===== config.mk =====
export PLATFORM = sky130hd
export DESIGN_NAME = mms_stream_flat
export DESIGN_NICKNAME = d
export VERILOG_FILES = /design/src/rtl/mms_stream_if.sv /design/src/rtl/mms_stream.sv /design/src/flat_wrapper.sv
export SDC_FILE = /design/constraint.sdc
export NUM_CORES = 1
export LEC_CHECK = 0
export ABC_AREA = 1
export BUFFER_PORTS_ARGS = -buffer_cell sky130_fd_sc_hd__buf_4
export CAP_MARGIN = 20
export CORE_MARGIN = 1
export CORE_UTILIZATION = 41
export CTS_BUF_LIST = sky130_fd_sc_hd__clkbuf_4
export DETAILED_ROUTE_END_ITERATION = 8
export PLACE_DENSITY = 0.68
export SKIP_LAST_GASP = 1
export SLEW_MARGIN = 30
export SYNTH_ARGS = -nofsm -noshare
export SYNTH_HDL_FRONTEND = slang
export SYNTH_SLANG_ARGS = --single-unit

===== constraint.sdc =====
create_clock -name clk -period 1.62 [get_ports clk]
set_input_delay 0.162 -clock clk [delete_from_list [all_inputs] [get_ports clk]]
set_output_delay 0.162 -clock clk [all_outputs]
set_load 0.01 [all_outputs]

===== src/rtl/mms_stream_if.sv =====
// mms_stream_if -- handshake bundle for the serial min/max stream block.
//   Input side : in_valid/in_ready handshake carrying number, in_last, select.
//   Output side: out_valid/out_ready handshake carrying result, count, trunc.
// slave  = the mms_stream block itself; master = the source/consumer driving it.
interface mms_stream_if;
  logic       in_valid;
  logic       in_ready;
  logic [7:0] number;
  logic       in_last;
  logic       select;
  logic       out_valid;
  logic       out_ready;
  logic [7:0] result;
  logic [3:0] count;
  logic       trunc;

  modport slave (
    input  in_valid, number, in_last, select, out_ready,
    output in_ready, out_valid, result, count, trunc
  );

  modport master (
    output in_valid, number, in_last, select, out_ready,
    input  in_ready, out_valid, result, count, trunc
  );
endinterface


===== src/rtl/mms_stream.sv =====
// mms_stream -- serial min/max over a group of 8-bit beats.
//   clk : single clock, rising edge
//   rst : asynchronous, active-high reset
//   s   : mms_stream_if.slave
//         in_*  : one operand per accepted beat; select (1=min, 0=max) is
//                 taken from the first beat of a group only
//         out_* : one result per group: result, beat count, and trunc when
//                 the group was closed by reaching MAX_LEN beats
// A group closes on in_last or on its MAX_LEN-th beat. While the result is
// waiting for out_ready the input side is stalled (in_ready = 0).
module mms_stream #(
  parameter int MAX_LEN = 8
) (
  input  logic         clk,
  input  logic         rst,
  mms_stream_if.slave  s
);
  localparam logic [3:0] MAX_CNT = 4'(MAX_LEN);

  typedef enum logic [1:0] {IDLE, ACC, DONE} state_t;

  state_t     state_q, state_d;
  logic [7:0] acc_q, acc_d;
  logic       sel_q, sel_d;
  logic [3:0] cnt_q, cnt_d;
  logic       trunc_q, trunc_d;

  logic       accept;
  logic       take_new;
  logic [3:0] cnt_inc;

  assign s.in_ready = (state_q != DONE);
  assign accept     = s.in_valid & s.in_ready;
  assign cnt_inc    = cnt_q + 4'd1;
  // Strict compare keeps acc on ties; the value is the same either way.
  assign take_new   = sel_q ? (s.number < acc_q) : (s.number > acc_q);

  always_comb begin
    state_d = state_q;
    acc_d   = acc_q;
    sel_d   = sel_q;
    cnt_d   = cnt_q;
    trunc_d = trunc_q;
    case (state_q)
      IDLE: if (accept) begin
        acc_d   = s.number;
        sel_d   = s.select;
        cnt_d   = 4'd1;
        trunc_d = 1'b0;
        state_d = s.in_last ? DONE : ACC;
      end
      ACC: if (accept) begin
        cnt_d = cnt_inc;
        if (take_new) acc_d = s.number;
        // in_last wins over the length limit: a final beat landing exactly
        // on MAX_LEN is a normal close, not a truncation.
        if (s.in_last) begin
          state_d = DONE;
          trunc_d = 1'b0;
        end else if (cnt_inc == MAX_CNT) begin
          state_d = DONE;
          trunc_d = 1'b1;
        end
      end
      DONE: if (s.out_ready) state_d = IDLE;
      default: state_d = IDLE;
    endcase
  end

  always_ff @(posedge clk or posedge rst) begin
    if (rst) begin
      state_q <= IDLE;
      acc_q   <= 8'd0;
      sel_q   <= 1'b0;
      cnt_q   <= 4'd0;
      trunc_q <= 1'b0;
    end else begin
      state_q <= state_d;
      acc_q   <= acc_d;
      sel_q   <= sel_d;
      cnt_q   <= cnt_d;
      trunc_q <= trunc_d;
    end
  end

  // Result fields are only meaningful in DONE; force them to zero elsewhere
  // so a consumer never sees stale group data.
  assign s.out_valid = (state_q == DONE);
  assign s.result    = s.out_valid ? acc_q   : 8'd0;
  assign s.count     = s.out_valid ? cnt_q   : 4'd0;
  assign s.trunc     = s.out_valid ? trunc_q : 1'b0;
endmodule


===== src/flat_wrapper.sv =====
// flat-port wrapper written by rule: the top's interface ports become plain ports
module mms_stream_flat 
#(
  parameter int MAX_LEN = 8
)
  (clk, rst, s_in_valid, s_number, s_in_last, s_select, s_out_ready, s_in_ready, s_out_valid, s_result, s_count, s_trunc);
  mms_stream_if s_i ();
  input  logic clk;
  input  logic rst;
  input wire logic [$bits(s_i.in_valid)-1:0] s_in_valid;
  input wire logic [$bits(s_i.number)-1:0] s_number;
  input wire logic [$bits(s_i.in_last)-1:0] s_in_last;
  input wire logic [$bits(s_i.select)-1:0] s_select;
  input wire logic [$bits(s_i.out_ready)-1:0] s_out_ready;
  output wire logic [$bits(s_i.in_ready)-1:0] s_in_ready;
  output wire logic [$bits(s_i.out_valid)-1:0] s_out_valid;
  output wire logic [$bits(s_i.result)-1:0] s_result;
  output wire logic [$bits(s_i.count)-1:0] s_count;
  output wire logic [$bits(s_i.trunc)-1:0] s_trunc;
  assign s_i.in_valid = s_in_valid;
  assign s_i.number = s_number;
  assign s_i.in_last = s_in_last;
  assign s_i.select = s_select;
  assign s_i.out_ready = s_out_ready;
  assign s_in_ready = s_i.in_ready;
  assign s_out_valid = s_i.out_valid;
  assign s_result = s_i.result;
  assign s_count = s_i.count;
  assign s_trunc = s_i.trunc;
  mms_stream #(.MAX_LEN(MAX_LEN)) u_core (.clk(clk), .rst(rst), .s(s_i));
endmodule

---- After elaboration in Yosys (flattened, before gate mapping) ----
Index checks and enable logic that the tools add are counted.
W data, S select, Z words.
storage, ports and cells
  register bits after elaboration ......... 16
  bits in latches ......................... 0
  bits in writable memories ............... 0
  bits in read-only memories .............. 0
  input bits .............................. 14
  output and inout port bits .............. 15
  memories ................................ 0
cells by class
  add/subtract/negate cells ............... 1
  multipliers ............................. 0
  div/mod/pow operators ................... 0
  $lt $le $gt $ge ......................... 2
  equality and inequality tests ........... 9
  shift operators ......................... 0
  multiplexer cells ....................... 23
  bitwise logic cells ..................... 1
  reductions and logical operators ........ 7
operator list
  cell                   number
  $mux W8                4
  $pmux W8 S2            1
  $mux W2                6
  $mux W4                3
  $reduce_and A4 Y1      3
  $gt A8 B8 Y1           1
  $lt A8 B8 Y1           1
  $pmux W4 S2            1
  $mux W1                6
  $ne A2 B1 Y1 const B   3
  $pmux W2 S3            1
  $add A4 B1 Y4 const B  1
  $eq A4 B4 Y1 const B   1
  $ne A2 B2 Y1 const B   2
  $ne A3 B2 Y1 const B   1
  $reduce_and A3 Y1      1
  $eq A2 B1 Y1 const B   1
  $eq A2 B2 Y1 const B   1
  $logic_not A2 Y1       1
  $pmux W1 S2            1
  $reduce_and A2 Y1      1
  $reduce_bool A2 Y1     1
  $and A1 B1 Y1          1

---- Depth between registers and ports, before layout ----
  depth after elaboration ................. 6
  gate-level depth with buffers ........... 14
  depth with buffers taken out ............ 14

---- Worst setup path before layout ----
Ideal clock, no wire load.
  path kind ............................... reg2reg
  from .................................... register u_core.acc_q[7]
  to ...................................... register u_core.acc_q[0]
  setup time .............................. 0.118 ns
  arrival time ............................ 1.479 ns
  data required time ...................... 1.502 ns
  setup slack ............................. 0.023 ns
  cell stages (with the launch flop) ...... 10
  path buffers ............................ 0
  period minus slack after synthesis ...... 1.597 ns
  cells stage by stage .................... dfrtp_1 > inv_1 > ha_1 > a21o_1 > nor2_1 > nand3_1 > nand3_1 > nand2_2 > nand2_1 > nand2_1
between the ends
  word-level cells in the longest chain between the ends .. 4
  elaborated cells on any way between the ends .. 5
ends and longest elaborated chain
  element                                              line              text
  from (decl)                                          mms_stream.sv:23  logic [7:0] acc_q, acc_d;
  from (signal assigned)                               mms_stream.sv:73  acc_q <= 8'd0;
  from (signal assigned)                               mms_stream.sv:79  acc_q <= acc_d;
  $gt A8 B8 Y1 / $lt A8 B8 Y1 (equally long branches)  mms_stream.sv:36  assign take_new = sel_q ? (s.number < acc_q) : (s.number > acc_q);
  $mux W1 *                                            mms_stream.sv:36
  $ne A2 B1 Y1 (no source line) *                      n/a
  $reduce_and A4 Y1 (no source line) *                 n/a
Every way passes the cells marked *; elsewhere a longest branch is shown, timed or not.
A chain may end at the register's enable or synchronous reset.

---- Final worst setup path ----
  from .................................... register u_core.acc_q[6]
  to ...................................... register u_core.acc_q[7]
The elaborated chain is that of the path after synthesis.

==> impl_metrics.py <==
metrics = {
    "critical_path": {
        "slowest_stage": "dfrtp_1",
        "crit_required_ps": 1800,
        "cp.arrival_ps": 1790,
        "critical_path.top_delay_family": "simple AND/OR/NAND/NOR gates",
        "cp-end-kind": "flop",
        "crit_top_cell": "nand2_2",
        "max_stage_delay_ps": 390,
        "path_buf_inv": 2,
        "critPathLaunchType": "flop",
        "crit_type": "flop to flop",
        "path_max_fanout": 6,
        "worstPathCellList": "inv_2, ha_4, nand2_2, nor2_2, nand2_2, nand3_2, nand3_4, buf_6, nand3_1, nand2_1",
    },
    "route": {
        "vias": 1050,
        "drc": 0,
        "viasPerCell": 4.93,
        "firstDrtPassIters": 4,
        "routed_wl_microns": 2670,
        "ant_nets": 0,
        "wl_per_cell_microns": 12.5,
        "drt_iter0_drc": 20,
    },
    "clocking": {
        "cts-root-buf": "clkbuf_4",
        "clkSinkCount": 16,
        "clkSlewWorstSetupHoldPaths_ps": 100,
        "clock_path_buffers": 2,
        "insertion_delay_ps": 290,
        "numCtsBuffers": 3,
        "cts-htree-levels": 1,
        "cts_tree": "yes",
    },
    "power_and_ir_drop": {
        "peakVddDrop_mv": 0.862,
        "powerDensity_nw_per_um2": 1670,
        "total_power_uw": 2510,
        "p_leak_uw": 0.000783,
    },
    "global_routing": {
        "grt_pass1_vias": 1000,
        "grt_antenna_before_repair": 0,
        "grt_pass1_wl_microns": 4190,
        "grt_max_degree": 17,
        "gr-total-overflow": 0,
        "track_usage_pct": 21.1,
    },
    "placement": {
        "place_inst": 207,
        "hpwlAfterDp_microns": 1810,
        "placed_cell_area_sq_um": 1310,
        "gp_congestion": 0.777,
        "portBuffers": 28,
    },
    "min_path": {
        "min_path_type": "primary input to flop",
    },
    "sta": {
        "skew_ps": 7.73,
        "rsz0062_at_grt": "true",
        "relSlewSlack_pct": 55.2,
        "setup_viol": 0,
        "tns_ps": 0,
        "finalCritPeriodShare_pct": 99.2,
        "final.min_clock_period_ps": 1610,
        "worst_slew_pin_slew_ps": 671,
        "finalHoldViolations": 0,
        "final_max_slew_viol_count": 0,
        "max_freq_mhz": 622,
    },
    "logic_synthesis": {
        "synthAdderAreaFrac_pct": 10.8,
        "yosys.area_share.simple_pct": 30.7,
        "synth_seq_area_share_pct": 38.3,
        "synthDistinctLibCells": 20,
        "synth_area_leaders": "dfrtp_1, nand2_1, ha_1",
        "syn_avg_cell_area_sq_um": 7.07,
        "synth_xor_area_share_pct": 0.837,
        "synth_top_family_by_area": "simple AND/OR/NAND/NOR gates",
        "synth_compound_area_share_pct": 7.89,
        "yosysTopAreaCellShare_pct": 38.3,
        "synth_top_cell_by_area": "dfrtp_1",
        "yosysWarningCount": 0,
        "syn_inst": 148,
        "synth-seq-cells": 16,
        "synth_mux_area_share_pct": 0,
        "syn_nets": 171,
        "netlist_area_sq_um": 1050,
    },
    "cells_and_area": {
        "areaGrowthSynthToFinish_pct": 43.3,
        "fin_util_pct": 65.3,
        "drive_gt1_share_pct": 37.8,
        "finalInstanceArea_sq_um": 1500,
        "fin_nets": 210,
        "antennaDiodeCount": 0,
        "fill_cells": 201,
        "layout.cells.non_filler": 213,
    },
    "die": {
        "fp-row-count": 17,
        "coreArea_sq_um": 2300,
        "io_pins": 29,
        "die_height_microns": 52.5,
        "die_x_microns": 52.5,
        "start_util_pct": 45.5,
        "die-area_sq_um": 2760,
    },
    "status": {
        "status": "complete, no violations",
    },
    "run": {
        "timing.max_cap.violations": 0,
    },
}
==> worst min-delay path, cell delays in order <==
cell and delay [ps]:
buf_4 80, nand3_1 60, nand2_1 70
==> layout make-up <==
cell class,instances,area [sq um],area share (%)
multi-input combinational,102,656,43.7
sequential,16,400,26.7
timing repair buffer,36,280,18.7
inverter,28,105,7.01
tap,28,35.0,2.34
clock buffer,3,22.5,1.50
==> final timing paths <==
check | startpoint | to | slack [ps] | depth (start not counted)
min in group asynchronous | rst | u_core.acc_q[0] | 520 | 3
worst max-delay path | u_core.acc_q[6] | u_core.acc_q[7] | 10 | 10
worst min register to register | u_core.acc_q[4] | u_core.acc_q[4] | 490 | 2
worst min-delay path | s_select | u_core.sel_q | 110 | 3
worst max register to register | u_core.acc_q[6] | u_core.acc_q[7] | 10 | 10
max in group asynchronous | rst | u_core.state_q[1] | 670 | 3
==> sequential cells by signal (all words and copies together) (netlist names) <==
signal	count
u_core.cnt_q	4
u_core.state_q	2
u_core.acc_q	8
u_core.sel_q	1
u_core.trunc_q	1
==> stage by stage <==
step,hold slack [ps],setup slack [ps]
floorplan,75.7,23.1
global placement,291,-38.8
detailed placement,294,-31.9
CTS,99.8,-2.31
global route,111,-80.1
finish,106,12.5
==> timing repair <==
item                       4_1_cts  5_1_grt
pin swaps                        1       12
setup endpoints to repair        8       12
setup buffers                    0        2
gates resized for setup          4       27
hold endpoints to repair        16        0
hold buffers                     1        0
==> cells in the mapped netlist, drive strengths merged <==
| cell type | instances |
|---|---|
| buf | 1 |
| a22oi | 1 |
| a21oi | 5 |
| a21o | 1 |
| ha | 9 |
| o221ai | 1 |
| nand3 | 13 |
| clkbuf | 1 |
| nand2 | 40 |
| dfrtp | 16 |
| o21ai | 5 |
| nor3 | 1 |
| nor2 | 25 |
| xor2 | 1 |
| inv | 28 |
==> per-layer routing <==
| layer | wire, microns | global-route usage, % | vias to the layer above |
|---|---|---|---|
| met5 | 0 | 0 | - |
| met4 | 36 | 6.58 | 0 |
| met3 | 134 | 6.09 | 4 |
| met2 | 1390 | 36.1 | 29 |
| met1 | 1110 | 25.1 | 483 |
| li1 | - | - | 534 |
==> layout by cell type (no fill, tap or decap) <==
| cell | synthesis | routed |
|---|---|---|
| a21o_1 | 1 | 1 |
| a21oi_1 | 4 | 2 |
| a21oi_2 | 1 | 3 |
| a22oi_2 | 1 | 1 |
| buf_4 | 0 | 33 |
| buf_6 | 1 | 2 |
| clkbuf_4 | 0 | 3 |
| dfrtp_1 | 16 | 16 |
| dlygate4sd3_1 | 0 | 1 |
| ha_1 | 9 | 4 |
| ha_4 | 0 | 5 |
| inv_1 | 27 | 21 |
| inv_2 | 1 | 7 |
| nand2_1 | 39 | 33 |
| nand2_2 | 1 | 6 |
| nand2_4 | 0 | 1 |
| nand3_1 | 13 | 9 |
| nand3_2 | 0 | 3 |
| nand3_4 | 0 | 1 |
| nor2_1 | 23 | 20 |
| nor2_2 | 2 | 4 |
| nor2_4 | 0 | 1 |
| nor3_1 | 1 | 1 |
| o21ai_0 | 2 | 2 |
| o21ai_1 | 3 | 3 |
| o221ai_1 | 1 | 1 |
| xor2_1 | 1 | 1 |
==> cells by family (layout without fill, tap and decap cells) <==
| family | count (synthesis) | count (layout) |
|---|---|---|
| DFF | 16 | 16 |
| buffers and inverters | 30 | 67 |
| xor gates and xnor gates | 1 | 1 |
| and+or+nand+nor | 79 | 79 |
| AOI/OAI and AO/OA | 13 | 13 |
| adders and majority gates | 9 | 9 |
==> power breakdown <==
part / internal (uW) / leakage (uW) / total, uW / switching, uW
combinational: 684 / 0.000567 / 1610 / 923
clock: 86.5 / 0.0000138 / 214 / 127
sequential: 567 / 0.000202 / 689 / 122
No activity file was read; power rests on OpenSTA's default activity.
